<file path="config.mk">
export PLATFORM = sky130hd
export DESIGN_NAME = dsky_serial_rx
export DESIGN_NICKNAME = d
export VERILOG_FILES = /design/src/rtl/dsky_serial_rx.sv
export SDC_FILE = /design/constraint.sdc
export NUM_CORES = 1
export LEC_CHECK = 0
export ABC_AREA = 0
export ABC_CLOCK_PERIOD_IN_PS = 4350
export CAP_MARGIN = 20
export CORE_MARGIN = 2
export CORE_UTILIZATION = 49
export CTS_CLUSTER_DIAMETER = 40
export DETAILED_ROUTE_END_ITERATION = 6
export MAX_ROUTING_LAYER = met4
export PLACE_DENSITY = 0.82
export SETUP_SLACK_MARGIN = 0.4
export SLEW_MARGIN = 15
export SYNTH_ARGS = -nofsm -noshare
export SYNTH_HDL_FRONTEND = slang
export SYNTH_SLANG_ARGS = --single-unit
</file>
<file path="constraint.sdc">
create_clock -name clock -period 4.35 [get_ports clock]
set_input_delay 0.87 -clock clock [delete_from_list [all_inputs] [get_ports clock]]
set_output_delay 0.87 -clock clock [all_outputs]
set_load 0.02 [all_outputs]
</file>
<file path="src/rtl/dsky_serial_rx.sv">
// -----------------------------------------------------------------------------
// dsky_serial_rx
//
// Inbound command receiver for the ground/host link. Takes 8N1 UART bytes on
// rx, assembles 5-byte command frames and writes one 15-bit CPU input register
// per valid frame. It is the receive-side counterpart of the IO_unit telemetry
// transmitter.
//
// Frame layout: SYNC_BYTE, sel, hi, lo, sum   where sum = sel ^ hi ^ lo
//   sel 0..4 selects the register, hi[7] must be 0, data = {hi[6:0], lo}.
//
// Ports
//   clock                  core clock
//   reset_n                asynchronous active-low reset
//   rx                     asynchronous serial line, idle high
//   DSKY_VERB_data         register for select 0
//   DSKY_NOUN_data         register for select 1
//   AXI_MISSION_TIME_data  register for select 2
//   AXI_APOGEE_data        register for select 3
//   AXI_PERIGEE_data       register for select 4
//   update_valid           one-cycle pulse when a register is written
//   update_sel             select of the last write, held until the next one
//   frame_err              one-cycle pulse on any rejected frame or byte
//   err_count              saturating count of frame_err pulses
// -----------------------------------------------------------------------------
module dsky_serial_rx #(
   parameter int unsigned CLKS_PER_BIT = 434,   // minimum 8
   parameter logic [7:0]  SYNC_BYTE    = 8'hA5,
   parameter int unsigned TIMEOUT_BITS = 40
) (
   input  logic        clock,
   input  logic        reset_n,
   input  logic        rx,
   output logic [14:0] DSKY_VERB_data,
   output logic [14:0] DSKY_NOUN_data,
   output logic [14:0] AXI_MISSION_TIME_data,
   output logic [14:0] AXI_APOGEE_data,
   output logic [14:0] AXI_PERIGEE_data,
   output logic        update_valid,
   output logic [2:0]  update_sel,
   output logic        frame_err,
   output logic [7:0]  err_count
);

   localparam int unsigned NUM_REGS   = 5;
   localparam int unsigned CNT_W      = $clog2(CLKS_PER_BIT);
   localparam int unsigned TMO_CYCLES = TIMEOUT_BITS * CLKS_PER_BIT;
   localparam int unsigned TMO_W      = $clog2(TMO_CYCLES);

   localparam logic [CNT_W-1:0] HALF_LAST = CNT_W'(CLKS_PER_BIT / 2 - 1);
   localparam logic [CNT_W-1:0] BIT_LAST  = CNT_W'(CLKS_PER_BIT - 1);
   localparam logic [TMO_W-1:0] TMO_LAST  = TMO_W'(TMO_CYCLES - 1);

   typedef enum logic [1:0] {
      B_IDLE,
      B_START,
      B_DATA,
      B_STOP
   } bit_state_t;

   typedef enum logic [2:0] {
      P_WAIT_SYNC,
      P_GET_SEL,
      P_GET_HI,
      P_GET_LO,
      P_GET_SUM
   } parse_state_t;

   // ---------------------------------------------------------------------------
   // rx synchronizer. rx_prev is one more stage, used only for edge detection.
   // ---------------------------------------------------------------------------
   logic rx_meta;
   logic rx_s;
   logic rx_prev;

   // NOTE: sequential state uses non-blocking (<=) so every flop samples the
   // pre-edge value of its inputs regardless of statement order.
   always_ff @(posedge clock or negedge reset_n) begin
      if (!reset_n) begin
         rx_meta <= 1'b1;
         rx_s    <= 1'b1;
         rx_prev <= 1'b1;
      end else begin
         rx_meta <= rx;
         rx_s    <= rx_meta;
         rx_prev <= rx_s;
      end
   end

   // ---------------------------------------------------------------------------
   // Bit FSM
   // ---------------------------------------------------------------------------
   bit_state_t       bit_state;
   bit_state_t       bit_next;
   logic [CNT_W-1:0] bit_cnt;
   logic [2:0]       bit_idx;
   logic [7:0]       shift_reg;
   logic             cnt_clr;
   logic             sample_data;
   logic             stop_ok;
   logic             stop_bad;
   logic             byte_valid;
   logic             byte_err;

   always_ff @(posedge clock or negedge reset_n) begin
      if (!reset_n) bit_state <= B_IDLE;
      else          bit_state <= bit_next;
   end

   // NOTE: every always_comb output gets a default first so no path leaves a
   // variable unassigned, which would infer a latch.
   always_comb begin
      bit_next = bit_state;
      unique case (bit_state)
         // Only a genuine 1->0 transition arms a byte. After a framing error
         // the line is still low, so the next byte cannot start until rx_s
         // has returned high and fallen again.
         B_IDLE:  if (rx_prev && !rx_s) bit_next = B_START;
         // A start bit that is high again at mid-bit is a glitch: drop it.
         B_START: if (bit_cnt == HALF_LAST) bit_next = rx_s ? B_IDLE : B_DATA;
         B_DATA:  if (bit_cnt == BIT_LAST && bit_idx == 3'd7) bit_next = B_STOP;
         B_STOP:  if (bit_cnt == BIT_LAST) bit_next = B_IDLE;
         default: bit_next = B_IDLE;
      endcase
   end

   always_comb begin
      sample_data = (bit_state == B_DATA) && (bit_cnt == BIT_LAST);
      stop_ok     = (bit_state == B_STOP) && (bit_cnt == BIT_LAST) &&  rx_s;
      stop_bad    = (bit_state == B_STOP) && (bit_cnt == BIT_LAST) && !rx_s;
      cnt_clr     = (bit_state == B_IDLE) || (bit_next != bit_state) || sample_data;
   end

   always_ff @(posedge clock or negedge reset_n) begin
      if (!reset_n) begin
         bit_cnt    <= '0;
         bit_idx    <= '0;
         shift_reg  <= '0;
         byte_valid <= 1'b0;
         byte_err   <= 1'b0;
      end else begin
         bit_cnt <= cnt_clr ? '0 : bit_cnt + 1'b1;
         if (bit_state == B_START) bit_idx <= '0;
         else if (sample_data)     bit_idx <= bit_idx + 1'b1;
         // LSB arrives first, so shift in from the top.
         if (sample_data) shift_reg <= {rx_s, shift_reg[7:1]};
         byte_valid <= stop_ok;
         byte_err   <= stop_bad;
      end
   end

   // shift_reg is stable from the stop bit until the next byte's first data
   // sample, so it serves directly as the received byte.
   logic [7:0] rx_byte;
   assign rx_byte = shift_reg;

   // ---------------------------------------------------------------------------
   // Parser FSM
   // ---------------------------------------------------------------------------
   parse_state_t     parse_state;
   parse_state_t     parse_next;
   logic [2:0]       sel_q;
   logic [7:0]       hi_q;
   logic [7:0]       lo_q;
   logic [7:0]       sum_exp;
   logic [TMO_W-1:0] tmo_cnt;
   logic             timeout_hit;
   logic             sel_bad;
   logic             hi_bad;
   logic             sum_bad;
   logic             err_set;
   logic             wr_en;

   assign sum_exp     = {5'd0, sel_q} ^ hi_q ^ lo_q;
   assign sel_bad     = rx_byte > 8'd4;
   assign hi_bad      = rx_byte[7];
   assign sum_bad     = rx_byte != sum_exp;
   assign timeout_hit = (parse_state != P_WAIT_SYNC) && !byte_valid && (tmo_cnt == TMO_LAST);

   always_ff @(posedge clock or negedge reset_n) begin
      if (!reset_n) parse_state <= P_WAIT_SYNC;
      else          parse_state <= parse_next;
   end

   always_comb begin
      parse_next = parse_state;
      if (byte_valid) begin
         unique case (parse_state)
            // A sync value seen in any later state is ordinary data.
            P_WAIT_SYNC: if (rx_byte == SYNC_BYTE) parse_next = P_GET_SEL;
            P_GET_SEL:   parse_next = sel_bad ? P_WAIT_SYNC : P_GET_HI;
            P_GET_HI:    parse_next = hi_bad  ? P_WAIT_SYNC : P_GET_LO;
            P_GET_LO:    parse_next = P_GET_SUM;
            P_GET_SUM:   parse_next = P_WAIT_SYNC;
            default:     parse_next = P_WAIT_SYNC;
         endcase
      end
      if (byte_err || timeout_hit) parse_next = P_WAIT_SYNC;
   end

   always_comb begin
      wr_en   = 1'b0;
      err_set = byte_err || timeout_hit;
      if (byte_valid) begin
         unique case (parse_state)
            P_GET_SEL: err_set = err_set || sel_bad;
            P_GET_HI:  err_set = err_set || hi_bad;
            P_GET_SUM: begin
               wr_en   = !sum_bad;
               err_set = err_set || sum_bad;
            end
            default: ;
         endcase
      end
   end

   // ---------------------------------------------------------------------------
   // Frame fields, timeout counter, register file and status outputs
   // ---------------------------------------------------------------------------
   logic [14:0] regs [NUM_REGS];

   // NOTE: the register file is only five words and must read zero after
   // reset, so it is reset like any other flop rather than left as memory.
   always_ff @(posedge clock or negedge reset_n) begin
      if (!reset_n) begin
         sel_q        <= '0;
         hi_q         <= '0;
         lo_q         <= '0;
         tmo_cnt      <= '0;
         update_valid <= 1'b0;
         update_sel   <= '0;
         frame_err    <= 1'b0;
         err_count    <= '0;
         for (int i = 0; i < NUM_REGS; i++) regs[i] <= '0;
      end else begin
         if (byte_valid && parse_state == P_GET_SEL) sel_q <= rx_byte[2:0];
         if (byte_valid && parse_state == P_GET_HI)  hi_q  <= rx_byte;
         if (byte_valid && parse_state == P_GET_LO)  lo_q  <= rx_byte;

         if (parse_state == P_WAIT_SYNC || byte_valid || timeout_hit) tmo_cnt <= '0;
         else                                                         tmo_cnt <= tmo_cnt + 1'b1;

         for (int i = 0; i < NUM_REGS; i++) begin
            if (wr_en && sel_q == 3'(i)) regs[i] <= {hi_q[6:0], lo_q};
         end

         update_valid <= wr_en;
         if (wr_en) update_sel <= sel_q;

         // Framing error, timeout and parse errors merge into err_set, so
         // coincident causes still give a single pulse and a single count.
         frame_err <= err_set;
         if (err_set && err_count != 8'hFF) err_count <= err_count + 1'b1;
      end
   end

   assign DSKY_VERB_data        = regs[0];
   assign DSKY_NOUN_data        = regs[1];
   assign AXI_MISSION_TIME_data = regs[2];
   assign AXI_APOGEE_data       = regs[3];
   assign AXI_PERIGEE_data      = regs[4];

endmodule

</file>
==> run metrics <==
status=complete, no violations; Layout area overhead=26.5%; post-synth net total=500; layout cells sized above 1=24.3%; clock sinks=roughly 150; GRT Total Usage=20.7%; die area=around 14000 um^2; largest family of logic cells by synthesized area=multiplexers; Placer Congestion=about 0.84; mux contribution to synthesized area=between 10% and 20%; post-synthesis instance total=490; Hold WC Path Type=flip-flop to flip-flop; fin util=63.9%; worst vdd ir=roughly 0.00026 V; DRC Markers=0; Filler cells=959; detailed placement HPWL=8.74 mm; CP Launch Type=flip-flop; Final ANT Viol Nets=0; PwrDens=approximately 400 nW/um^2; Clk pwr share=approximately 51%; die width=approximately 120 um; clk_skew=a little under 0.01 ns; Rows=41; drt pass-1 iters=4; Seq/Total Area, Yosys=about three fifths; cts hold-fix bufs=0; Synth Area in Adders=under 10%; H-tree depth=4; ANT cells=0; Pins Over Slew Limit=0; switch share=a little over 20%; Syn. warnings=0; vias in the first global route=around 4.2k; Synth Register Bits=152; MaxCap Viol Count=0; Main synth FF type=dfrtp_1; Design Power=~3200 uW; number of flops mapped to enable cells by yosys=0; Netlist cell types=50; arrival time worst endpoint=between 3 and 4 ns; cts bufs inserted=17; initial antenna violation count=0; CORE AREA=around 13000 um^2; CTS tree=yes; Reg clk slew, reported paths=approximately 0.060 ns; post-DR wirelength/cell=roughly 17 um; compound-gate portion of the synthesized area=roughly 2.6%; gr ovfl total=0; number of setup buffers added after CTS=0; worst slew pin tran=between 1 and 1.5 ns; Final Hold Violating Endpoints=0; die height=around 120 um; Port-buffer cells=90; clock latency on the worst-skew pair=0.42 ns; ys async rst share=between 90% and 100%; largest net degree at the start of global routing=roughly 110; WS Path Type=flip-flop to flip-flop; fmax=roughly 330 MHz; Synth Area in Simple Gates=about a tenth; Crit Path Max Fanout=15; Logic pwr share=approximately 3.0%; clk buf depth=2; unrepaired setup endpoints after global routing=false; Tmin final=between 3 and 4 ns; CTS Root Cell=clkbuf_16; CP endpoint kind=flip-flop; syn_area_per_cell=around 13 um^2; Synth area leaders=dfrtp_1, mux2_2, xnor2_1; Rel. slew slack=between 30% and 40%; Mapped Area=6430 um^2; leakage power=about 0.0038 uW; share of the synthesized area in the top cell type=between 50 and 60%; nets@finish=between 500 and 600; xor/xnor cell area share of the yosys netlist=6.13%; initial core utilization=between 50% and 60%; final setup vio count=0; Fin Setup TNS=0 ns; Via density=5.35; worst path required time=between 4 and 5 ns; global-route wire length before repair=roughly 22 mm; via count=between 4k and 5k; I/O pin total=between 90 and 100; CTS resizes=0; Tcrit/Tclk final=a little over two thirds; cell taking the most area after synthesis=dfrtp_1; sequential group share of total power=roughly 46%; Sw Pwr=roughly 660 uW; Total Wirelength=~13 mm; Initial DRC Count=around 210; Int Power=about 2600 uW
Yosys cell counts, drive strengths merged, types with 3 or more instances:
cell type    n
ha           7
or3          3
nor2        43
nor3         4
o21ai        6
a21oi        5
dfstp        3
o22ai        3
buf         11
nand4b       3
dfrtp      149
nand4        6
nand2       29
nand3       13
xnor2       27
xor2        18
and3        12
inv          9
mux2       103
clkbuf       6
or4          4
critical path: stages, from the launching register on:
cell and delay [ns]:
dfrtp_1 0.47, xnor2_1 0.25, xnor2_1 0.14, nand4_1 0.15, or4_4 0.60, nor2_4 0.16, and3_1 0.72, mux2_2 0.42
registers in the layout, indices dropped and copies added (netlist names), 2 cells and up:
signal                 flops
bit_state                  2
bit_cnt                    9
DSKY_NOUN_data            15
err_count                  8
lo_q                       8
AXI_APOGEE_data           15
bit_idx                    3
AXI_MISSION_TIME_data     15
tmo_cnt                   15
hi_q                       8
rx_byte                    8
AXI_PERIGEE_data          15
parse_state                3
update_sel                 3
sel_q                      3
DSKY_VERB_data            15
cells in the final DEF, fill, tap and decap left out, types with 2 or more instances in the layout:
cell and n:
a21oi_1 5, a22oi_1 2, and3_1 12, bufinv_16 6, clkbuf_1 2, clkbuf_16 17, clkdlybuf4s50_1 89, clkinv_2 2
clkinvlp_4 3, dfrtp_1 149, dfstp_2 3, ha_1 7, inv_1 8, mux2_2 102, nand2_1 28, nand3_1 13
nand3b_2 2, nand4_1 6, nand4b_1 3, nor2_1 42, nor2b_1 2, nor3_1 4, nor4_1 2, o21ai_0 5
o22a_1 2, o22ai_1 3, or3_1 3, or4_1 3, xnor2_1 27, xor2_1 18
worst paths after layout:
check / from / endpoint / slack, ns / cells past startpoint
max in group asynchronous: reset_n / update_sel[2] / 2.94 / 2
worst min-delay path: rx_meta / rx_s / 0.36 / 0
worst max-delay path: rx_byte[1] / AXI_APOGEE_data[8] / 1.32 / 7
worst max register to register: rx_byte[1] / AXI_APOGEE_data[8] / 1.32 / 7
min in group asynchronous: reset_n / AXI_MISSION_TIME_data[12] / 0.56 / 1
worst min register to register: rx_meta / rx_s / 0.36 / 0
cells by family after synthesis:
kind of cell | Yosys count
DFF | 152
buffers and inverters | 26
adders and majority gates | 7
muxes | 104
AOI/OAI and AO/OA | 26
and+or+nand+nor | 130
xor gates and xnor gates | 45
final cells by class:
class	count	area, um^2	share of cell area [%]
Sequential cell	152	3810	46.8
Inverter	9	33.8	0.415
Clock inverter	12	221	2.72
Multi-Input combinational cell	312	2490	30.6
Tap cell	172	215	2.65
Clock buffer	20	447	5.49
Timing Repair Buffer	91	922	11.3
power by group through the flow:
stage,clock network [uW],logic [uW],registers [uW]
after global routing,1740,113,1480
after floorplan,0,56.6,1490
final,1660,97.3,1470
after detailed placement,0,101,1500
after global placement,0,91.8,1500
after CTS,1670,102,1470
metal layers:
metal / track usage, % / part of all wire [%]
met1: 26.3 / 44
met2: 33.4 / 52
met3: 3.96 / 2.9
met4: 7.22 / 1.3
met5: - / 0
per-stage QoR:
step | cell area [um^2] | std cells | setup WS, ns | hold slack, ns
2_1_floorplan | 6430 | 490 | 1.86 | 0.345
3_5_place_dp | 7470 | 736 | 1.35 | 0.352
6_report | 8130 | 768 | 1.32 | 0.359
5_1_grt | 8130 | 768 | 1.09 | 0.363
4_1_cts | 8130 | 768 | 1.27 | 0.361
3_3_place_gp | 7470 | 736 | 1.48 | 0.346
Power figures use the tool's default switching activity.
